**src/rtl/shift_subtract_divider_if.sv**
```systemverilog
// Start/done handshake bundle for the restoring divider.
// Signal suffixes are from the divider's point of view.
interface shift_subtract_divider_if #(
  parameter int N = 4
);
  logic         start_i;
  logic [N-1:0] dividend_i;
  logic [N-1:0] divisor_i;
  logic [N-1:0] quotient_o;
  logic [N-1:0] remainder_o;
  logic         busy_o;
  logic         done_o;
  logic         div_by_zero_o;

  modport slave (
    input  start_i,
    input  dividend_i,
    input  divisor_i,
    output quotient_o,
    output remainder_o,
    output busy_o,
    output done_o,
    output div_by_zero_o
  );

  modport master (
    output start_i,
    output dividend_i,
    output divisor_i,
    input  quotient_o,
    input  remainder_o,
    input  busy_o,
    input  done_o,
    input  div_by_zero_o
  );
endinterface

```
**src/rtl/shift_subtract_divider.sv**
```systemverilog
// Sequential unsigned restoring divider, one quotient bit per clock.
// Divide-by-zero short-cuts straight to DONE with all-ones quotient.
module shift_subtract_divider #(
  parameter int N = 4
) (
  input logic                     clk,
  input logic                     rst,
  shift_subtract_divider_if.slave bus
);
  localparam int CW = $clog2(N + 1);

  typedef enum logic [1:0] {
    IDLE,
    CALC,
    DONE
  } state_t;

  state_t        state_q, state_d;
  logic [N:0]    a_q, a_d;
  logic [N-1:0]  q_q, q_d;
  logic [N-1:0]  m_q, m_d;
  logic [CW-1:0] cnt_q, cnt_d;
  logic [N-1:0]  quot_q, quot_d;
  logic [N-1:0]  rem_q, rem_d;
  logic          dbz_q, dbz_d;

  logic [N:0]    sa;
  logic [N-1:0]  sq;
  logic [N:0]    t;

  // One shift-and-subtract step on the current partial remainder.
  always_comb begin
    sa = {a_q[N-1:0], q_q[N-1]};
    sq = {q_q[N-2:0], 1'b0};
    t  = sa - {1'b0, m_q};
  end

  // Next-state and datapath update.
  always_comb begin
    state_d = state_q;
    a_d     = a_q;
    q_d     = q_q;
    m_d     = m_q;
    cnt_d   = cnt_q;
    quot_d  = quot_q;
    rem_d   = rem_q;
    dbz_d   = dbz_q;
    unique case (state_q)
      IDLE: begin
        if (bus.start_i) begin
          a_d   = '0;
          q_d   = bus.dividend_i;
          m_d   = bus.divisor_i;
          cnt_d = CW'(N);
          if (bus.divisor_i == '0) begin
            quot_d  = '1;
            rem_d   = bus.dividend_i;
            dbz_d   = 1'b1;
            state_d = DONE;
          end else begin
            state_d = CALC;
          end
        end
      end
      CALC: begin
        if (t[N]) begin
          a_d = sa;
          q_d = sq;
        end else begin
          a_d = t;
          q_d = sq | N'(1);
        end
        cnt_d = cnt_q - CW'(1);
        if (cnt_q == CW'(1)) begin
          quot_d  = q_d;
          rem_d   = a_d[N-1:0];
          dbz_d   = 1'b0;
          state_d = DONE;
        end
      end
      DONE: begin
        state_d = IDLE;
      end
      default: begin
        state_d = IDLE;
      end
    endcase
  end

  // State and datapath registers, cleared asynchronously.
  always_ff @(posedge clk or posedge rst) begin
    if (rst) begin
      state_q <= IDLE;
      a_q     <= '0;
      q_q     <= '0;
      m_q     <= '0;
      cnt_q   <= '0;
      quot_q  <= '0;
      rem_q   <= '0;
      dbz_q   <= 1'b0;
    end else begin
      state_q <= state_d;
      a_q     <= a_d;
      q_q     <= q_d;
      m_q     <= m_d;
      cnt_q   <= cnt_d;
      quot_q  <= quot_d;
      rem_q   <= rem_d;
      dbz_q   <= dbz_d;
    end
  end

  assign bus.quotient_o    = quot_q;
  assign bus.remainder_o   = rem_q;
  assign bus.div_by_zero_o = dbz_q;
  assign bus.busy_o        = (state_q == CALC);
  assign bus.done_o        = (state_q == DONE);
endmodule
```
**src/flat_wrapper.sv**
```systemverilog
// flat-port wrapper written by rule: the top's interface ports become plain ports
module shift_subtract_divider_flat 
#(
  parameter int N = 4
)
  (clk, rst, bus_start_i, bus_dividend_i, bus_divisor_i, bus_quotient_o, bus_remainder_o, bus_busy_o, bus_done_o, bus_div_by_zero_o);
  shift_subtract_divider_if #(.N(N)) bus_i ();
  input logic clk;
  input logic rst;
  input wire logic [$bits(bus_i.start_i)-1:0] bus_start_i;
  input wire logic [$bits(bus_i.dividend_i)-1:0] bus_dividend_i;
  input wire logic [$bits(bus_i.divisor_i)-1:0] bus_divisor_i;
  output wire logic [$bits(bus_i.quotient_o)-1:0] bus_quotient_o;
  output wire logic [$bits(bus_i.remainder_o)-1:0] bus_remainder_o;
  output wire logic [$bits(bus_i.busy_o)-1:0] bus_busy_o;
  output wire logic [$bits(bus_i.done_o)-1:0] bus_done_o;
  output wire logic [$bits(bus_i.div_by_zero_o)-1:0] bus_div_by_zero_o;
  assign bus_i.start_i = bus_start_i;
  assign bus_i.dividend_i = bus_dividend_i;
  assign bus_i.divisor_i = bus_divisor_i;
  assign bus_quotient_o = bus_i.quotient_o;
  assign bus_remainder_o = bus_i.remainder_o;
  assign bus_busy_o = bus_i.busy_o;
  assign bus_done_o = bus_i.done_o;
  assign bus_div_by_zero_o = bus_i.div_by_zero_o;
  shift_subtract_divider #(.N(N)) u_core (.clk(clk), .rst(rst), .bus(bus_i));
endmodule
```
**config.mk**
```make
export PLATFORM = sky130hd
export DESIGN_NAME = shift_subtract_divider_flat
export DESIGN_NICKNAME = d
export VERILOG_FILES = /design/src/rtl/shift_subtract_divider_if.sv /design/src/rtl/shift_subtract_divider.sv /design/src/flat_wrapper.sv
export SDC_FILE = /design/constraint.sdc
export NUM_CORES = 1
export LEC_CHECK = 0
export ABC_AREA = 1
export BUFFER_PORTS_ARGS = -buffer_cell sky130_fd_sc_hd__buf_2
export CAP_MARGIN = 20
export CORE_ASPECT_RATIO = 0.7
export CORE_MARGIN = 5
export CORE_UTILIZATION = 40
export CTS_BUF_LIST = sky130_fd_sc_hd__clkbuf_16
export CTS_CLUSTER_SIZE = 10
export DETAILED_ROUTE_END_ITERATION = 7
export SKIP_LAST_GASP = 1
export SYNTH_ARGS = -nofsm -noshare
export SYNTH_HDL_FRONTEND = slang
export SYNTH_SLANG_ARGS = --single-unit
```
**constraint.sdc**
```tcl
create_clock -name clk -period 1.7 [get_ports clk]
set_input_delay 0.34 -clock clk [delete_from_list [all_inputs] [get_ports clk]]
set_output_delay 0.34 -clock clk [all_outputs]
set_load 0.01 [all_outputs]
```
==> metrics.txt, run 1 <==
syn_area_per_cell 8.15 um2; vias in the first global route 1,070; Mapped Nets 188; drc violations 0; clock slew at the register clock pins of the worst setup and hold paths 60 ps; RePlAce Congestion 0.936; fraction of layout instances using a drive strength above 1 31.8%; Worst-Margin Slew 321 ps; CP bufs+invs 2; Vias 1,189; Layout Cells excl Fill 248; RR Startpoint u_core.m_q[0]; crit path max fanout 5; total wire length 3.21 mm; placed cells 241; Synth Register Bits 26; grt peak-use layer met2; WHS 124 ps; Tcrit/Tclk final 101%; initial DRC count 100; Slew HR 78.6%; most frequent CP cell nand3_2; cells along the critical path ha_2 -> fa_2 -> inv_2 -> nand3_2 -> nand3_2 -> nand2_4 -> buf_4 -> nand2_1 -> o221ai_2; met2 Usage GRT 20.9%; Critical Path RT 1840 ps; first-pass GRT wire length 4.92 mm; CP delay by family, top adder cells; Setup WS pre-CTS -124 ps; Arr. time, crit path 1850 ps; total power draw 3.88 mW; clk_skew 2.53 ps; Core ar. 3230 um2; Clock Sinks 26; Mapped Cells 170; GRT met3 Usage 4.10%; total gr overflow 0; met1 Use GR 18.6%; status finished with violations; FF-to-FF path depth 9; hold crit path type in2async; failing checks negative setup slack; CP Capture Type register; H-tree depth 1; Antenna diodes 0; clock insertion delay at the later pin of the skew report 260 ps; total of warnings raised by yosys 0; vias per cell 4.79; clock buffer depth 2; setup ws final -13.5 ps; crit start category register; initial antenna violation count 0; die extent in x 80.3 um; final worst path period need 1710 ps; Die Ht 59.2 um; CTS root buffer clkbuf_16; RSZ-0062 raised after global routing yes; total track usage 13.3%; PortBufs 21; leakage power 0.925 nW; DPL Wire Length 2.28 mm; Max Fclk 584 MHz; wire length per cell 12.9 um; io pins 22; r2r setup slk -10 ps; Netlist cell types 25; CTS Buf Count 3; Initial Utilization 42.8%; post-synthesis instance area 1390 um2; CTS tree done; Peak VDD IR 1.00 mV; DIE AREA 4760 um2; max cap viols 0; largest net degree at the start of global routing 27; reg-to-reg critical path endpoint u_core.q_q[0]; Cell Pwr Density 2140 nW/um2; layout overhead on the synthesized area 30.4%; # setup viols final 1; final net count 220; # rows 17; Max stage delay on crit path 390 ps; Slew Limit Fails 0; Fin. Hold Viols 0; Crit-path slowest cell dfrtp_1; Pre-antenna DRT Iters 4; setup TNS -13.5 ps; WS Path Type reg2reg; post-synthesis sequential area ratio 47.0%; number of nets still failing antenna checks after routing 0
[per-layer routing]
metal  wire length, um  part of all wire (%)  vias up
li1                  -                     -      605
met1              1490                    46      538
met2              1520                    47       43
met3               177                   5.5        3
met4                19                  0.59        0
met5                 0                     0        -
[cell usage in the layout (no fill, tap or decap)]
cell type / synthesis / layout
a21oi_1: 5 / 5
a22oi_1: 1 / 1
a31oi_1: 3 / 2
a31oi_4: 0 / 1
a32o_1: 1 / 1
buf_2: 2 / 21
buf_4: 0 / 8
buf_6: 1 / 1
clkbuf_16: 0 / 3
clkinv_1: 0 / 1
dfrtp_1: 26 / 26
fa_2: 0 / 1
ha_1: 6 / 5
ha_2: 0 / 1
inv_1: 31 / 30
inv_2: 2 / 2
inv_8: 0 / 1
nand2_1: 31 / 27
nand2_2: 2 / 4
nand2_4: 1 / 3
nand3_1: 22 / 7
nand3_2: 0 / 15
nor2_1: 15 / 15
o211ai_1: 2 / 2
o21ai_0: 8 / 8
o21ai_1: 1 / 1
o21ai_2: 1 / 1
o221ai_2: 0 / 1
o22ai_1: 1 / 1
or2_1: 3 / 3
or2_2: 1 / 1
xnor2_1: 2 / 2
[layout make-up]
type,instances,area (um2)
clock buffer,3,75.1
clock inverter,1,3.75
fill,310,1430
inverter,33,131
multi-input combinational,108,711
sequential,26,651
tap,47,58.8
timing repair buffer,30,176
[metrics by stage]
stage / util, % / area (um2)
6_report: 55.9 / 1810
5_1_grt: 55.9 / 1810
4_1_cts: 51.6 / 1670
3_5_place_dp: 48.6 / 1570
3_3_place_gp: 48.6 / 1570
2_1_floorplan: - / 1390
[flip-flops by register name (all words and copies together) (netlist names)]
signal and count:
u_core.state_q 2, u_core.bus.quotient_o 4, u_core.a_q 4, u_core.q_q 4
u_core.m_q 4, u_core.bus.div_by_zero_o 1, u_core.cnt_q 3, u_core.bus.remainder_o 4
[tightest hold or removal path, stage by stage]
cell,delay [ps]
buf_2,100
inv_1,40
buf_4,300
[how the worst max path moves through the flow]
stage	startpoint	end	cells after the start
2_1_floorplan	u_core.m_q[0]	u_core.bus.remainder_o[3]	10
3_3_place_gp	u_core.m_q[0]	u_core.bus.remainder_o[2]	11
3_5_place_dp	u_core.m_q[0]	u_core.bus.remainder_o[2]	11
4_1_cts	u_core.m_q[0]	u_core.bus.remainder_o[1]	11
5_1_grt	u_core.q_q[3]	u_core.q_q[0]	10
6_report	u_core.m_q[0]	u_core.q_q[0]	9
[what timing repair did]
item | 4_1_cts | 5_1_grt
pin swaps | 3 | 9
setup endpoints to repair | 10 | 10
setup buffers | 1 | 2
resized for setup | 4 | 27
hold buffers | 0 | 0
hold endpoints to repair | 0 | 0
[synth_stat cells]
cell,count,area share (%)
nand2_1,31,8.4
o221ai_1,1,0.63
o21ai_2,1,0.63
or2_2,1,0.45
xnor2_1,2,1.3
or2_1,3,1.4
a21oi_1,5,1.8
buf_2,2,0.72
o22ai_1,1,0.45
nand2_4,1,0.81
ha_1,6,5.4
fa_1,1,1.4
a31oi_1,3,1.4
buf_6,1,0.81
inv_2,2,0.54
inv_1,31,8.4
nor2_1,15,4.1
o211ai_1,2,1.1
a32o_1,1,0.72
a22oi_1,1,0.54
nand3_1,22,7.9
o21ai_1,1,0.36
nand2_2,2,0.90
o21ai_0,8,2.9
dfrtp_1,26,47
[where the power goes]
part	internal [mW]	leakage (nW)	switching [mW]	total, mW
logic	0.895	0.578	1.39	2.29
registers	0.910	0.308	0.161	1.07
clock network	0.315	0.0385	0.204	0.519
[logic make-up after synthesis]
group	after synthesis	share of synthesized area, %
adders and majority gates	7	6.87
xor gates and xnor gates	2	1.26
DFF	26	47.0
and+or+nand+nor	75	23.9
AOI/OAI and AO/OA	24	10.5
buffers and inverters	36	10.5
Note: power is estimated with default switching activity, not from simulation.
==> run 2, diff against run 1 <==
--- a/config.mk
+++ b/config.mk
@@ -8,12 +8,13 @@
 export ABC_AREA = 1
 export BUFFER_PORTS_ARGS = -buffer_cell sky130_fd_sc_hd__buf_2
 export CAP_MARGIN = 20
-export CORE_ASPECT_RATIO = 0.7
+export CORE_ASPECT_RATIO = 1.25
 export CORE_MARGIN = 5
 export CORE_UTILIZATION = 40
 export CTS_BUF_LIST = sky130_fd_sc_hd__clkbuf_16
 export CTS_CLUSTER_SIZE = 10
 export DETAILED_ROUTE_END_ITERATION = 7
+export PLACE_DENSITY = 0.64
 export SKIP_LAST_GASP = 1
 export SYNTH_ARGS = -nofsm -noshare
 export SYNTH_HDL_FRONTEND = slang
==> run 2 against run 1 <==
Net effect: the run still ends with negative setup slack left; design area shrank 0.28%; total power shrank 0.25%; hold slack lost 1.3 ps; critical path depth grew 2; combinational power is essentially flat; die area shrank 0.24%.
==> metrics.txt, run 2 (synthesized netlist as in run 1, its figures left out) <==
status finished with violations; failing checks negative setup slack; # setup viols final 3; hold crit path type in2async; Antenna diodes 0; DIE AREA 4750 um2; initial antenna violation count 0; post-layout util 52.6%; first-pass GRT wire length 5.18 mm; die extent in x 62.6 um; Peak VDD IR 1.34 mV; Cell Pwr Density 2150 nW/um2; Critical Path RT 1910 ps; clock buffer depth 2; Max Fclk 583 MHz; # rows 24; layout overhead on the synthesized area 30.1%; H-tree depth 1; wire length per cell 12.9 um; PortBufs 21; initial DRC count 29; commonest cells after routing, fill and taps aside inv_1, nand2_1, dfrtp_1; Fill cells 340; Fin. Hold Viols 0; Seq. cell area 651 um2; CP bufs+invs 2; clock slew at the register clock pins of the worst setup and hold paths 70 ps; number of nets still failing antenna checks after routing 0; io pins 22; setup ws final -16.0 ps; RePlAce Congestion 0.796; drc violations 0; CP delay by family, top simple AND/OR/NAND/NOR gates; most frequent CP cell nand3_2; RSZ-0062 raised after global routing yes; WS Path Type reg2reg; clock insertion delay at the later pin of the skew report 260 ps; Vias 1,205; Die Ht 75.8 um; Clock Sinks 26; CTS Buf Count 3; crit path max fanout 5; most common cell after layout, fill and taps aside inv_1; Arr. time, crit path 1920 ps; Core ar. 3420 um2; Tcrit/Tclk final 101%; r2r setup slk -20 ps; vias in the first global route 1,189; Slew HR 77.9%; Crit-path slowest cell dfrtp_1; crit start category register; CTS Hold Buffers Added 0; final net count 220; largest net degree at the start of global routing 27; total track usage 13.8%; DPL Wire Length 2.24 mm; Worst-Margin Slew 332 ps; placed cells 234; CP Capture Type register; Initial Utilization 40.5%; CTS tree done; CTS root buffer clkbuf_16; final worst path period need 1720 ps; cells along the critical path ha_4 -> fa_2 -> inv_2 -> nand2_2 -> nand2_2 -> nand3_2 -> nand2_4 -> nand3_2 -> nand3_2 -> nand2_1 -> inv_1; Pre-antenna DRT Iters 4; Layout Cells excl Fill 240; fraction of layout instances using a drive strength above 1 33.3%; leakage power 0.929 nW; area of the multi-input gates 718 um2; clk_skew 5.28 ps; Max stage delay on crit path 400 ps; vias per cell 5.02; total power draw 3.87 mW; max cap viols 0; total wire length 3.09 mm; Slew Limit Fails 0; total gr overflow 0
## run 2: worst paths after layout
path                            cells after the start                        end                     start
min in group clk                                    3              u_core.m_q[3]          bus_divisor_i[3]
worst max register to register                     11  u_core.bus.remainder_o[1]             u_core.m_q[0]
max in group asynchronous                           3              u_core.m_q[2]                       rst
worst min-delay path                                3              u_core.q_q[2]                       rst
worst min register to register                      2   u_core.bus.div_by_zero_o  u_core.bus.div_by_zero_o
worst max-delay path                               11  u_core.bus.remainder_o[1]             u_core.m_q[0]
## run 2: stage by stage
step | setup TNS (ps) | setup WS [ps] | instance area (um2) | hold WS, ps
final | -21.1 | -16.0 | 1800 | 123
after global routing | -900 | -132 | 1800 | 179
after CTS | 0 | 9.19 | 1670 | 141
after detailed placement | -414 | -108 | 1570 | 416
after global placement | -155 | -52.7 | 1570 | 412
after floorplan | 0 | 45.3 | 1390 | 380
## run 2: power breakdown
part	internal, mW	leakage, nW	switching (mW)
combinational	0.893	0.583	1.38
clock	0.315	0.0385	0.214
sequential	0.910	0.308	0.154
## run 2: metal layers
metal	track usage, %	up-vias	part of all wire (%)
met5	0	-	0
met4	8.73	0	2.3
met3	2.06	5	2.9
met2	24.4	25	53
met1	16.0	572	42
li1	-	603	-
## run 2: what timing repair did
item | CTS | global route
setup endpoints to repair | 11 | 11
gates resized for setup | 7 | 26
pin swaps | 5 | 9
cloned | 0 | 0
setup buffers | 0 | 2
## run 2: cell type report
type	instances	area share, %
multi-input combinational	108	39.9
sequential	26	36.1
timing repair buffer	30	9.79
inverter	33	7.15
clock buffer	3	4.17
tap	39	2.71
clock inverter	1	0.208
## run 2: worst reg2reg max path, delay by kind of cell, from the launching register on
family                   cells  cell delay [ps]
flip-flops                   1              400
buffers and inverters        2              110
adder cells (fa/ha/maj)      2              570
AND/OR/NAND/NOR              7              580
